<file path="config.mk">
export PLATFORM = sky130hd
export DESIGN_NAME = exec_muldiv_seq_flat
export DESIGN_NICKNAME = d
export VERILOG_FILES = /design/src/rtl/exec_pkg.sv /design/src/rtl/exec_muldiv_seq_if.sv /design/src/rtl/muldiv_step.sv /design/src/rtl/exec_muldiv_seq.sv /design/src/flat_wrapper.sv
export SDC_FILE = /design/constraint.sdc
export NUM_CORES = 2
export LEC_CHECK = 0
export CAP_MARGIN = 10
export CELL_PAD_IN_SITES_DETAIL_PLACEMENT = 0
export CELL_PAD_IN_SITES_GLOBAL_PLACEMENT = 2
export CORE_UTILIZATION = 35
export CTS_BUF_LIST = sky130_fd_sc_hd__clkbuf_16
export CTS_CLUSTER_DIAMETER = 50
export DETAILED_ROUTE_END_ITERATION = 10
export PLACE_DENSITY_LB_ADDON = 0.1
export SKIP_CTS_REPAIR_TIMING = 1
export SLEW_MARGIN = 20
export SYNTH_ARGS = -nofsm -noshare
export SYNTH_HDL_FRONTEND = slang
export SYNTH_SLANG_ARGS = --single-unit
</file>
<file path="constraint.sdc">
create_clock -name clk -period 10.6 [get_ports clk]
set_clock_uncertainty 0.2 [all_clocks]
set_input_delay 1.06 -clock clk [delete_from_list [all_inputs] [get_ports clk]]
set_output_delay 1.06 -clock clk [all_outputs]
set_load 0.01 [all_outputs]
</file>
<file path="src/rtl/exec_pkg.sv">
`default_nettype none
// +-----------------------------------------------------------------------+
// | exec_pkg                                                              |
// | Shared types for the execute-stage iterative multiply/divide unit.   |
// | Revision: 1.0                                                         |
// +-----------------------------------------------------------------------+
package exec_pkg;

    localparam int MD_WIDTH = 64;
    localparam int CNT_W    = $clog2(MD_WIDTH);

    typedef enum logic [1:0] {
        MD_MUL   = 2'b00,
        MD_UMULH = 2'b01,
        MD_UDIV  = 2'b10,
        MD_SDIV  = 2'b11
    } muldiv_op_t;

    typedef enum logic [1:0] {
        MD_IDLE = 2'b00,
        MD_RUN  = 2'b01,
        MD_FIX  = 2'b10,
        MD_DONE = 2'b11
    } muldiv_state_t;

endpackage
`default_nettype wire

</file>
<file path="src/rtl/exec_muldiv_seq_if.sv">
`default_nettype none
// +-----------------------------------------------------------------------+
// | exec_muldiv_seq_if                                                    |
// | Request/response bundle between the execute stage and the mul/div.   |
// | Revision: 1.0                                                         |
// +-----------------------------------------------------------------------+
interface exec_muldiv_seq_if #(
    parameter int WIDTH = 64
);
    logic             start_E;
    logic [1:0]       op_E;
    logic [WIDTH-1:0] opA_E;
    logic [WIDTH-1:0] opB_E;
    logic             flush_E;
    logic             stall_E;
    logic             busy;
    logic             done;
    logic [WIDTH-1:0] result;

    modport master (
        output start_E, op_E, opA_E, opB_E, flush_E,
        input  stall_E, busy, done, result
    );

    modport slave (
        input  start_E, op_E, opA_E, opB_E, flush_E,
        output stall_E, busy, done, result
    );
endinterface
`default_nettype wire

</file>
<file path="src/rtl/muldiv_step.sv">
`default_nettype none
// +-----------------------------------------------------------------------+
// | muldiv_step                                                           |
// | One radix-2 iteration: shift-add multiply or restoring-divide step.  |
// | Revision: 1.0                                                         |
// +-----------------------------------------------------------------------+
module muldiv_step #(
    parameter int WIDTH = 64
) (
    input  wire              i_is_div,
    input  wire  [WIDTH-1:0] i_hi,
    input  wire  [WIDTH-1:0] i_lo,
    input  wire  [WIDTH-1:0] i_b,
    output logic [WIDTH-1:0] o_hi,
    output logic [WIDTH-1:0] o_lo
);

    logic [WIDTH:0]   w_sum;
    logic [WIDTH:0]   w_rem_sh;
    logic [WIDTH-1:0] w_diff;
    logic             w_ge;

    always_comb begin
        // Multiply keeps the add carry in bit WIDTH so it shifts into acc_hi.
        w_sum    = {1'b0, i_hi} + (i_lo[0] ? {1'b0, i_b} : {(WIDTH+1){1'b0}});
        w_rem_sh = {i_hi, i_lo[WIDTH-1]};
        w_ge     = (w_rem_sh >= {1'b0, i_b});
        w_diff   = w_rem_sh[WIDTH-1:0] - i_b;

        if (i_is_div) begin
            o_hi = w_ge ? w_diff : w_rem_sh[WIDTH-1:0];
            o_lo = {i_lo[WIDTH-2:0], w_ge};
        end else begin
            o_hi = w_sum[WIDTH:1];
            o_lo = {w_sum[0], i_lo[WIDTH-1:1]};
        end
    end

endmodule
`default_nettype wire

</file>
<file path="src/rtl/exec_muldiv_seq.sv">
`default_nettype none
// +-----------------------------------------------------------------------+
// | exec_muldiv_seq                                                       |
// | Iterative MUL/UMULH/UDIV/SDIV sequencer that stalls the pipeline.    |
// | Revision: 1.0                                                         |
// +-----------------------------------------------------------------------+
module exec_muldiv_seq
    import exec_pkg::*;
#(
    parameter int WIDTH = MD_WIDTH
) (
    input wire               clk,
    input wire               reset,
    exec_muldiv_seq_if.slave bus
);

    localparam int              CW       = ($clog2(WIDTH) > CNT_W) ? $clog2(WIDTH) : CNT_W;
    localparam logic [CW-1:0]   LAST_CNT = CW'(WIDTH - 1);

    muldiv_state_t    state_q, state_d;
    muldiv_op_t       op_q, op_d;
    logic [CW-1:0]    count_q, count_d;
    logic [WIDTH-1:0] hi_q, hi_d;
    logic [WIDTH-1:0] lo_q, lo_d;
    logic [WIDTH-1:0] b_q, b_d;
    logic [WIDTH-1:0] result_q, result_d;
    logic             neg_q, neg_d;

    muldiv_op_t       op_in;
    logic             in_div;
    logic             in_sdiv;
    logic             q_div;
    logic [WIDTH-1:0] mag_a;
    logic [WIDTH-1:0] mag_b;
    logic [WIDTH-1:0] step_hi;
    logic [WIDTH-1:0] step_lo;

    assign op_in   = muldiv_op_t'(bus.op_E);
    assign in_div  = (op_in == MD_UDIV) || (op_in == MD_SDIV);
    assign in_sdiv = (op_in == MD_SDIV);
    assign q_div   = (op_q == MD_UDIV) || (op_q == MD_SDIV);
    assign mag_a   = (in_sdiv && bus.opA_E[WIDTH-1]) ? (~bus.opA_E + 1'b1) : bus.opA_E;
    assign mag_b   = (in_sdiv && bus.opB_E[WIDTH-1]) ? (~bus.opB_E + 1'b1) : bus.opB_E;

    // acc_hi/acc_lo double as rem/quo for divides.
    muldiv_step #(
        .WIDTH (WIDTH)
    ) u_step (
        .i_is_div (q_div),
        .i_hi     (hi_q),
        .i_lo     (lo_q),
        .i_b      (b_q),
        .o_hi     (step_hi),
        .o_lo     (step_lo)
    );

    always_comb begin
        state_d  = state_q;
        op_d     = op_q;
        count_d  = count_q;
        hi_d     = hi_q;
        lo_d     = lo_q;
        b_d      = b_q;
        neg_d    = neg_q;
        result_d = result_q;

        if (bus.flush_E) begin
            state_d = MD_IDLE;
            count_d = '0;
        end else begin
            case (state_q)
                MD_IDLE: begin
                    if (bus.start_E) begin
                        op_d    = op_in;
                        count_d = '0;
                        hi_d    = '0;
                        neg_d   = in_sdiv & (bus.opA_E[WIDTH-1] ^ bus.opB_E[WIDTH-1]);
                        if (in_div) begin
                            lo_d = mag_a;
                            b_d  = mag_b;
                        end else begin
                            lo_d = bus.opB_E;
                            b_d  = bus.opA_E;
                        end
                        if (in_div && (bus.opB_E == '0)) begin
                            result_d = '0;
                            state_d  = MD_DONE;
                        end else begin
                            state_d  = MD_RUN;
                        end
                    end
                end
                MD_RUN: begin
                    hi_d    = step_hi;
                    lo_d    = step_lo;
                    count_d = count_q + CW'(1);
                    if (count_q == LAST_CNT) begin
                        count_d = '0;
                        state_d = MD_FIX;
                    end
                end
                MD_FIX: begin
                    case (op_q)
                        MD_MUL:   result_d = lo_q;
                        MD_UMULH: result_d = hi_q;
                        MD_UDIV:  result_d = lo_q;
                        MD_SDIV:  result_d = neg_q ? (~lo_q + 1'b1) : lo_q;
                        default:  result_d = lo_q;
                    endcase
                    state_d = MD_DONE;
                end
                MD_DONE: state_d = MD_IDLE;
                default: state_d = MD_IDLE;
            endcase
        end
    end

    always_ff @(posedge clk or posedge reset) begin
        if (reset) begin
            state_q  <= MD_IDLE;
            op_q     <= MD_MUL;
            count_q  <= '0;
            hi_q     <= '0;
            lo_q     <= '0;
            b_q      <= '0;
            neg_q    <= 1'b0;
            result_q <= '0;
        end else begin
            state_q  <= state_d;
            op_q     <= op_d;
            count_q  <= count_d;
            hi_q     <= hi_d;
            lo_q     <= lo_d;
            b_q      <= b_d;
            neg_q    <= neg_d;
            result_q <= result_d;
        end
    end

    assign bus.busy    = (state_q != MD_IDLE);
    assign bus.done    = (state_q == MD_DONE) & ~bus.flush_E;
    assign bus.result  = result_q;
    assign bus.stall_E = ~reset & ~bus.flush_E &
                         (((state_q == MD_IDLE) & bus.start_E) |
                          (state_q == MD_RUN) | (state_q == MD_FIX));

endmodule
`default_nettype wire

</file>
<file path="src/flat_wrapper.sv">
// flat-port wrapper written by rule: the top's interface ports become plain ports
module exec_muldiv_seq_flat import exec_pkg::*;
#(
    parameter int WIDTH = MD_WIDTH
)
  (clk, reset, bus_start_E, bus_op_E, bus_opA_E, bus_opB_E, bus_flush_E, bus_stall_E, bus_busy, bus_done, bus_result);
  exec_muldiv_seq_if #(.WIDTH(WIDTH)) bus_i ();
  input wire clk;
  input wire reset;
  input wire logic [$bits(bus_i.start_E)-1:0] bus_start_E;
  input wire logic [$bits(bus_i.op_E)-1:0] bus_op_E;
  input wire logic [$bits(bus_i.opA_E)-1:0] bus_opA_E;
  input wire logic [$bits(bus_i.opB_E)-1:0] bus_opB_E;
  input wire logic [$bits(bus_i.flush_E)-1:0] bus_flush_E;
  output wire logic [$bits(bus_i.stall_E)-1:0] bus_stall_E;
  output wire logic [$bits(bus_i.busy)-1:0] bus_busy;
  output wire logic [$bits(bus_i.done)-1:0] bus_done;
  output wire logic [$bits(bus_i.result)-1:0] bus_result;
  assign bus_i.start_E = bus_start_E;
  assign bus_i.op_E = bus_op_E;
  assign bus_i.opA_E = bus_opA_E;
  assign bus_i.opB_E = bus_opB_E;
  assign bus_i.flush_E = bus_flush_E;
  assign bus_stall_E = bus_i.stall_E;
  assign bus_busy = bus_i.busy;
  assign bus_done = bus_i.done;
  assign bus_result = bus_i.result;
  exec_muldiv_seq #(.WIDTH(WIDTH)) u_core (.clk(clk), .reset(reset), .bus(bus_i));
endmodule
</file>
# After elaboration in Yosys (flattened, before gate mapping)
# Cells that the tools add are included.
# Widths: inputs -> output; s select.
# totals
elab_cells,85
out_inout_bits,67
ff_bits,267
inputBits,134
# classes
eq_ne,13
n_bitwise,13
addsub,6
n_reduce_logical,18
muxes,26
magnitude_cmp,1
# ops
cell,n
$mux 64,13
$pmux 64 s2,3
$add 64x1->64 const B,3
$not 64->64,3
$pmux 64 s3,1
$add 64x65->65,1
$ge 65x64->1,1
$logic_not 64->1,1
$sub 64x64->64,1
$mux 6,3
$eq 2x2->1 const B,6
$pmux 6 s2,1
$mux 2,4
$pmux 2 s4,1
$add 6x1->6 const B,1
$eq 6x6->1 const B,1
$reduce_and 3->1,2
$reduce_bool 2->1,3
$and 1x1->1,5
$eq 2x1->1 const B,2
$logic_not 2->1,2
$reduce_and 2->1,2
$reduce_and 4->1,1
$logic_and 1x1->1,3
other kinds (10),13

# Logic depth before layout (Yosys ltp)
# logic_depth
ltp_word,7
depth_mapped,16
mapped_depth_nobuf,15

# Modules after synthesis
# A second synthesis with hierarchy kept.
# unflattened
hier_cells,3780
hier_area_um2,27974.3
# by_module_without_submodules
module,instances,cells_per_inst,seq_area_each_um2,area_per_inst_um2
exec_muldiv_seq,1,2186,6681.4,17629.4
muldiv_step,1,1594,0.0,10344.9

# Worst setup path after synthesis
# OpenSTA, ideal clock, no wires.
# synth_path
path_type,input to register
from,input bus_opB_E[18]
to,register u_core.result_q[10] (netlist: u_core.bus.result[10])
stages,14
n_path_buf,3
t_required_ns,10.326
setup_time_ns,0.074
t_arrival_ns,3.607
slack_ns,6.719
cell_sequence,or4_4 > or4_4 > nor3_4 > nand2_2 > nor3_4 > and3_1 > a21oi_1 > or2_1 > buf_6 > inv_2 > nand2_2 > buf_6 > buf_6 > o21ai_2
# synth_between
elab_chain_cells,4
# synth_lines
item,line_no,text
"start, declared",flat_wrapper.sv:13,input wire logic [$bits(bus_i.opB_E)-1:0] bus_opB_E;
$logic_not 64->1,exec_muldiv_seq.sv:85,if (in_div && (bus.opB_E == '0)) begin
$logic_and 1x1->1,exec_muldiv_seq.sv:85,
$ne 2x1->1 (no source line),-,
$reduce_and 4->1 (no source line),-,
"end signal, assigned",exec_muldiv_seq.sv:136,result_q <= result_d;
"end, declared",exec_muldiv_seq.sv:26,"logic [WIDTH-1:0] result_q, result_d;"
# No other way between the ends.
# A chain may end at the register's enable or synchronous reset.

# Final worst setup path
# layout_path
from,input bus_opB_E[6]
to,register u_core.result_q[55] (netlist: u_core.bus.result[55])
# The elaborated chain is that of the path after synthesis.

==> impl_metrics.csv <==
group,metric,value,unit
drt,drtIter0Drc,2501,
critical_path,cp-start-kind,"input pin",
critical_path,crit_fanout,81,
clock_network,path_clk_slew,0.05,ns
clock_network,cts.sinks,267,
critical_path,r2r_slack,5.34,ns
sta,hold_viol,0,
sta,drv_slew,0,
drt,via_per_inst,5.75,
sta,slew_headroom,27.2,%
synth,yosys_register_bits,267,
clock_network,cts_tree,"yes",
synth,avgSynthCellArea,7.36,sq um
power,cellPowerDensity,286,nW/um^2
die,coreArea,71900,sq um
placement,port-buffer-count,200,
critical_path,cp.arrival,5.64,ns
drt,dr_total_vias,25875,
global_route,grt_pass1_wl,155000,microns
die,rows,98,
finish,fillers,7588,
drt,drc_errors,0,
critical_path,cp_top_family,"simple AND/OR/NAND/NOR gates",
sta,fin_ws,5.24,ns
synth,yosysSeqAreaShare,26.1,%
synth,synth_nets,3747,
synth,syn_area,25600,sq um
die,ios,201,
synth,yosys.cell_types.count,75,
die,die_y,272,microns
finish,drive_above_1_share,4.51,%
drt,routed_wl,102000,microns
critical_path,rr_startpoint,"u_core.lo_q[0]",
sta,finalCritPeriodShare,50.6,%
critical_path,worst-path-buf-inv,4,
sta,fmaxAchievable,186,MHz
sta,grt_setup_unrepaired,"no",
clock_network,cts_root_buf,"clkbuf_16",
critical_path,crit_chain,"clkdlybuf4s50_1, or4_1, or3_1, nor2_1, nand2_2, nor3_4, and3_1, a21oi_1, or2_2, buf_4, inv_2, nand2_2, buf_4, o21ai_1",
worst_hold_path,hold_start,"u_core.bus.result[24]",
run_status,status,"finished clean",
synth,ys.flop_type,"dfrtp_1",
global_route,antenna_found_initial,4,
synth,syn_inst,3475,
clock_network,htree_levels,2,
finish,nets,3794,
finish,finalInstanceArea,29500,sq um
clock_network,cts_buffer_depth,3,
die,chipWidth,272,microns
finish,final_util,41.0,%
finish,area_growth,15.2,%
global_route,first_global_vias,24334,
placement,dp_hpwl,80400,microns
critical_path,worst_r2r_path_depth,16,
critical_path,slowest_stage,"or4_1",
placement,dp_slack,4.71,ns
sta,hold_slack,0.271,ns
critical_path,timing.rr.end,"u_core.hi_q[62]",
power,peakVddDrop,0.000159,V
drt,drt_first_pass_iters,5,
clock_network,clock_latency,0.57,ns
worst_hold_path,holdPathEnd,"u_core.bus.result[24]",
worst_hold_path,hold_depth,2,
critical_path,worstSetupPathType,"input pin to flip-flop",
global_route,grt_max_degree,157,
placement,placed_area,28200,sq um
critical_path,crit_required,10.87,ns
sta,fin_tns_setup,0,ns
global_route,grt_use_total,27.1,%
drt,post_drt_wl_per_cell,22.7,microns
die,initial_utilization,35.6,%
die,dieArea,74200,sq um
placement,place_congestion,1.01,
sta,tightest_slew,1.09,ns
power,p_leak,12.4,nW
sta,period_minus_slack,5.36,ns
critical_path,crit_path_end_kind,"flip-flop",
synth,synth_edf_count,0,
synth,yosysWarnings,0,
sta,finalSetupViolations,0,
flow_run,drv_cap,0,
clock_network,cts_buffers,40,
critical_path,cp.depth,14,
global_route,grt-ovfl-total,0,
worst_hold_path,hold_class,"flip-flop to flip-flop",
critical_path,slowest_delay,0.56,ns
synth,async_flop_share,100,%
drt,ant_nets,0,
==> logic make-up after synthesis <==
| kind of cell | Yosys count | synth area share [%] |
|---|---|---|
| flip-flops | 267 | 26.1 |
| adder cells (fa/ha/maj) | 138 | 6.81 |
| buffers and inverters | 341 | 5.16 |
| XOR/XNOR | 292 | 10.0 |
| multiplexers | 109 | 4.34 |
| AO/OA/AOI/OAI | 1184 | 27.5 |
| AND/OR/NAND/NOR | 1144 | 20.1 |
==> worst max-delay path by stage <==
stage | start | end | slack, ns
2_1_floorplan | reset | u_core.b_q[0] | 1.99
3_3_place_gp | bus_opB_E[8] | u_core.bus.result[47] | 4.79
3_5_place_dp | bus_opB_E[6] | u_core.bus.result[55] | 4.71
4_1_cts | u_core.lo_q[0] | u_core.hi_q[51] | 5.24
5_1_grt | u_core.lo_q[0] | u_core.hi_q[51] | 4.88
6_report | bus_opB_E[6] | u_core.bus.result[55] | 5.24
==> registers in the layout, indices dropped and copies added (netlist names) <==
signal,cells
u_core.b_q,64
u_core.bus.result,64
u_core.count_q,6
u_core.hi_q,64
u_core.lo_q,64
u_core.neg_q,1
u_core.op_q,2
u_core.state_q,2
==> synthesized netlist by cell type (8+ instances only) <==
library cell  instances  area share [%]
a211oi_1             26            0.76
o211ai_1             30            0.88
or4_1                19            0.56
nor2b_1              20            0.49
o31ai_1              46             1.4
o221ai_1             18            0.62
mux2i_1              94             3.7
dfrtp_1             267              26
o21ai_1              52             1.0
nor3_1               57             1.1
or2_2                 8            0.20
clkbuf_1            193             2.8
o21ai_0             397             7.8
nand4_1              44             1.1
xor2_1              156             5.3
and3_1               19            0.46
buf_1                20            0.29
a22oi_1              27            0.79
xnor2_1             136             4.7
o41ai_1              21            0.72
nor3b_1              15            0.44
ha_1                136             6.7
nand2_1             491             7.2
a21o_1               67             2.0
nor4_1               20            0.49
inv_1               115             1.7
nor2_1              320             4.7
nand3_1              47            0.92
mux2_2               15            0.66
a21oi_1             344             6.7
o21bai_1             19            0.56
nand2b_1             18            0.44
a221oi_1              9            0.31
o21a_1               18            0.53
a31oi_1              24            0.59
a22o_1               10            0.34
o21ai_2              20            0.68
or3_1                33            0.81
==> area by class of cell <==
class	instances	area (sq um)	share of cell area, %
clock buffer	40	1000	3.40
antenna	1	2.50	0.00849
clock inverter	30	293	0.993
sequential	267	6690	22.7
tap	950	1190	4.03
timing repair buffer	229	2230	7.58
multi-input combinational	2867	17600	59.8
inverter	117	447	1.52
==> power by group <==
part | leakage (nW) | total [mW] | internal [mW] | switching [mW]
clock network | 0.651 | 1.32 | 0.808 | 0.515
registers | 3.48 | 1.90 | 1.37 | 0.532
logic | 8.31 | 5.20 | 1.85 | 3.35
==> metrics by stage <==
| step | total power [mW] | std cells |
|---|---|---|
| 2_1_floorplan | 5.32 | 3475 |
| 3_3_place_gp | 6.99 | 4430 |
| 3_5_place_dp | 6.98 | 4430 |
| 4_1_cts | 8.34 | 4500 |
| 5_1_grt | 9.03 | 4500 |
| 6_report | 8.42 | 4501 |
==> layout by cell type (no fill, tap or decap), drive strengths merged, types with 26 or more instances in the layout <==
master / count
a211oi: 26
a21o: 67
a21oi: 344
a22oi: 27
buf: 30
clkbuf: 40
clkdlybuf4s50: 199
dfrtp: 267
ha: 136
inv: 127
mux2i: 94
nand2: 493
nand3: 47
nand4: 44
nor2: 320
nor3: 66
o211ai: 30
o21ai: 469
o31ai: 46
or3: 33
xnor2: 136
xor2: 156
==> routing by layer <==
| metal | part of all wire [%] | track usage [%] | wire, microns |
|---|---|---|---|
| met1 | 52 | 44.0 | 53600 |
| met2 | 40 | 37.3 | 40600 |
| met3 | 5.7 | 2.57 | 5850 |
| met4 | 2.2 | 6.25 | 2230 |
| met5 | 0 | 0 | 0 |
==> worst register-to-register path, stage by stage, from the launching register on <==
cell      delay (ns)
dfrtp_1         0.46
inv_2           0.07
buf_4           0.52
nor2_1          0.24
ha_1            0.45
nand4_1         0.23
nor3_1          0.43
nand4_1         0.31
a31oi_1         0.44
a31oi_1         0.15
buf_4           0.19
o31ai_1         0.60
a31oi_1         0.26
xor2_1          0.22
nor2_1          0.06
a221oi_1        0.20
o21ai_0         0.12
Note: power is estimated with default switching activity, not from simulation.
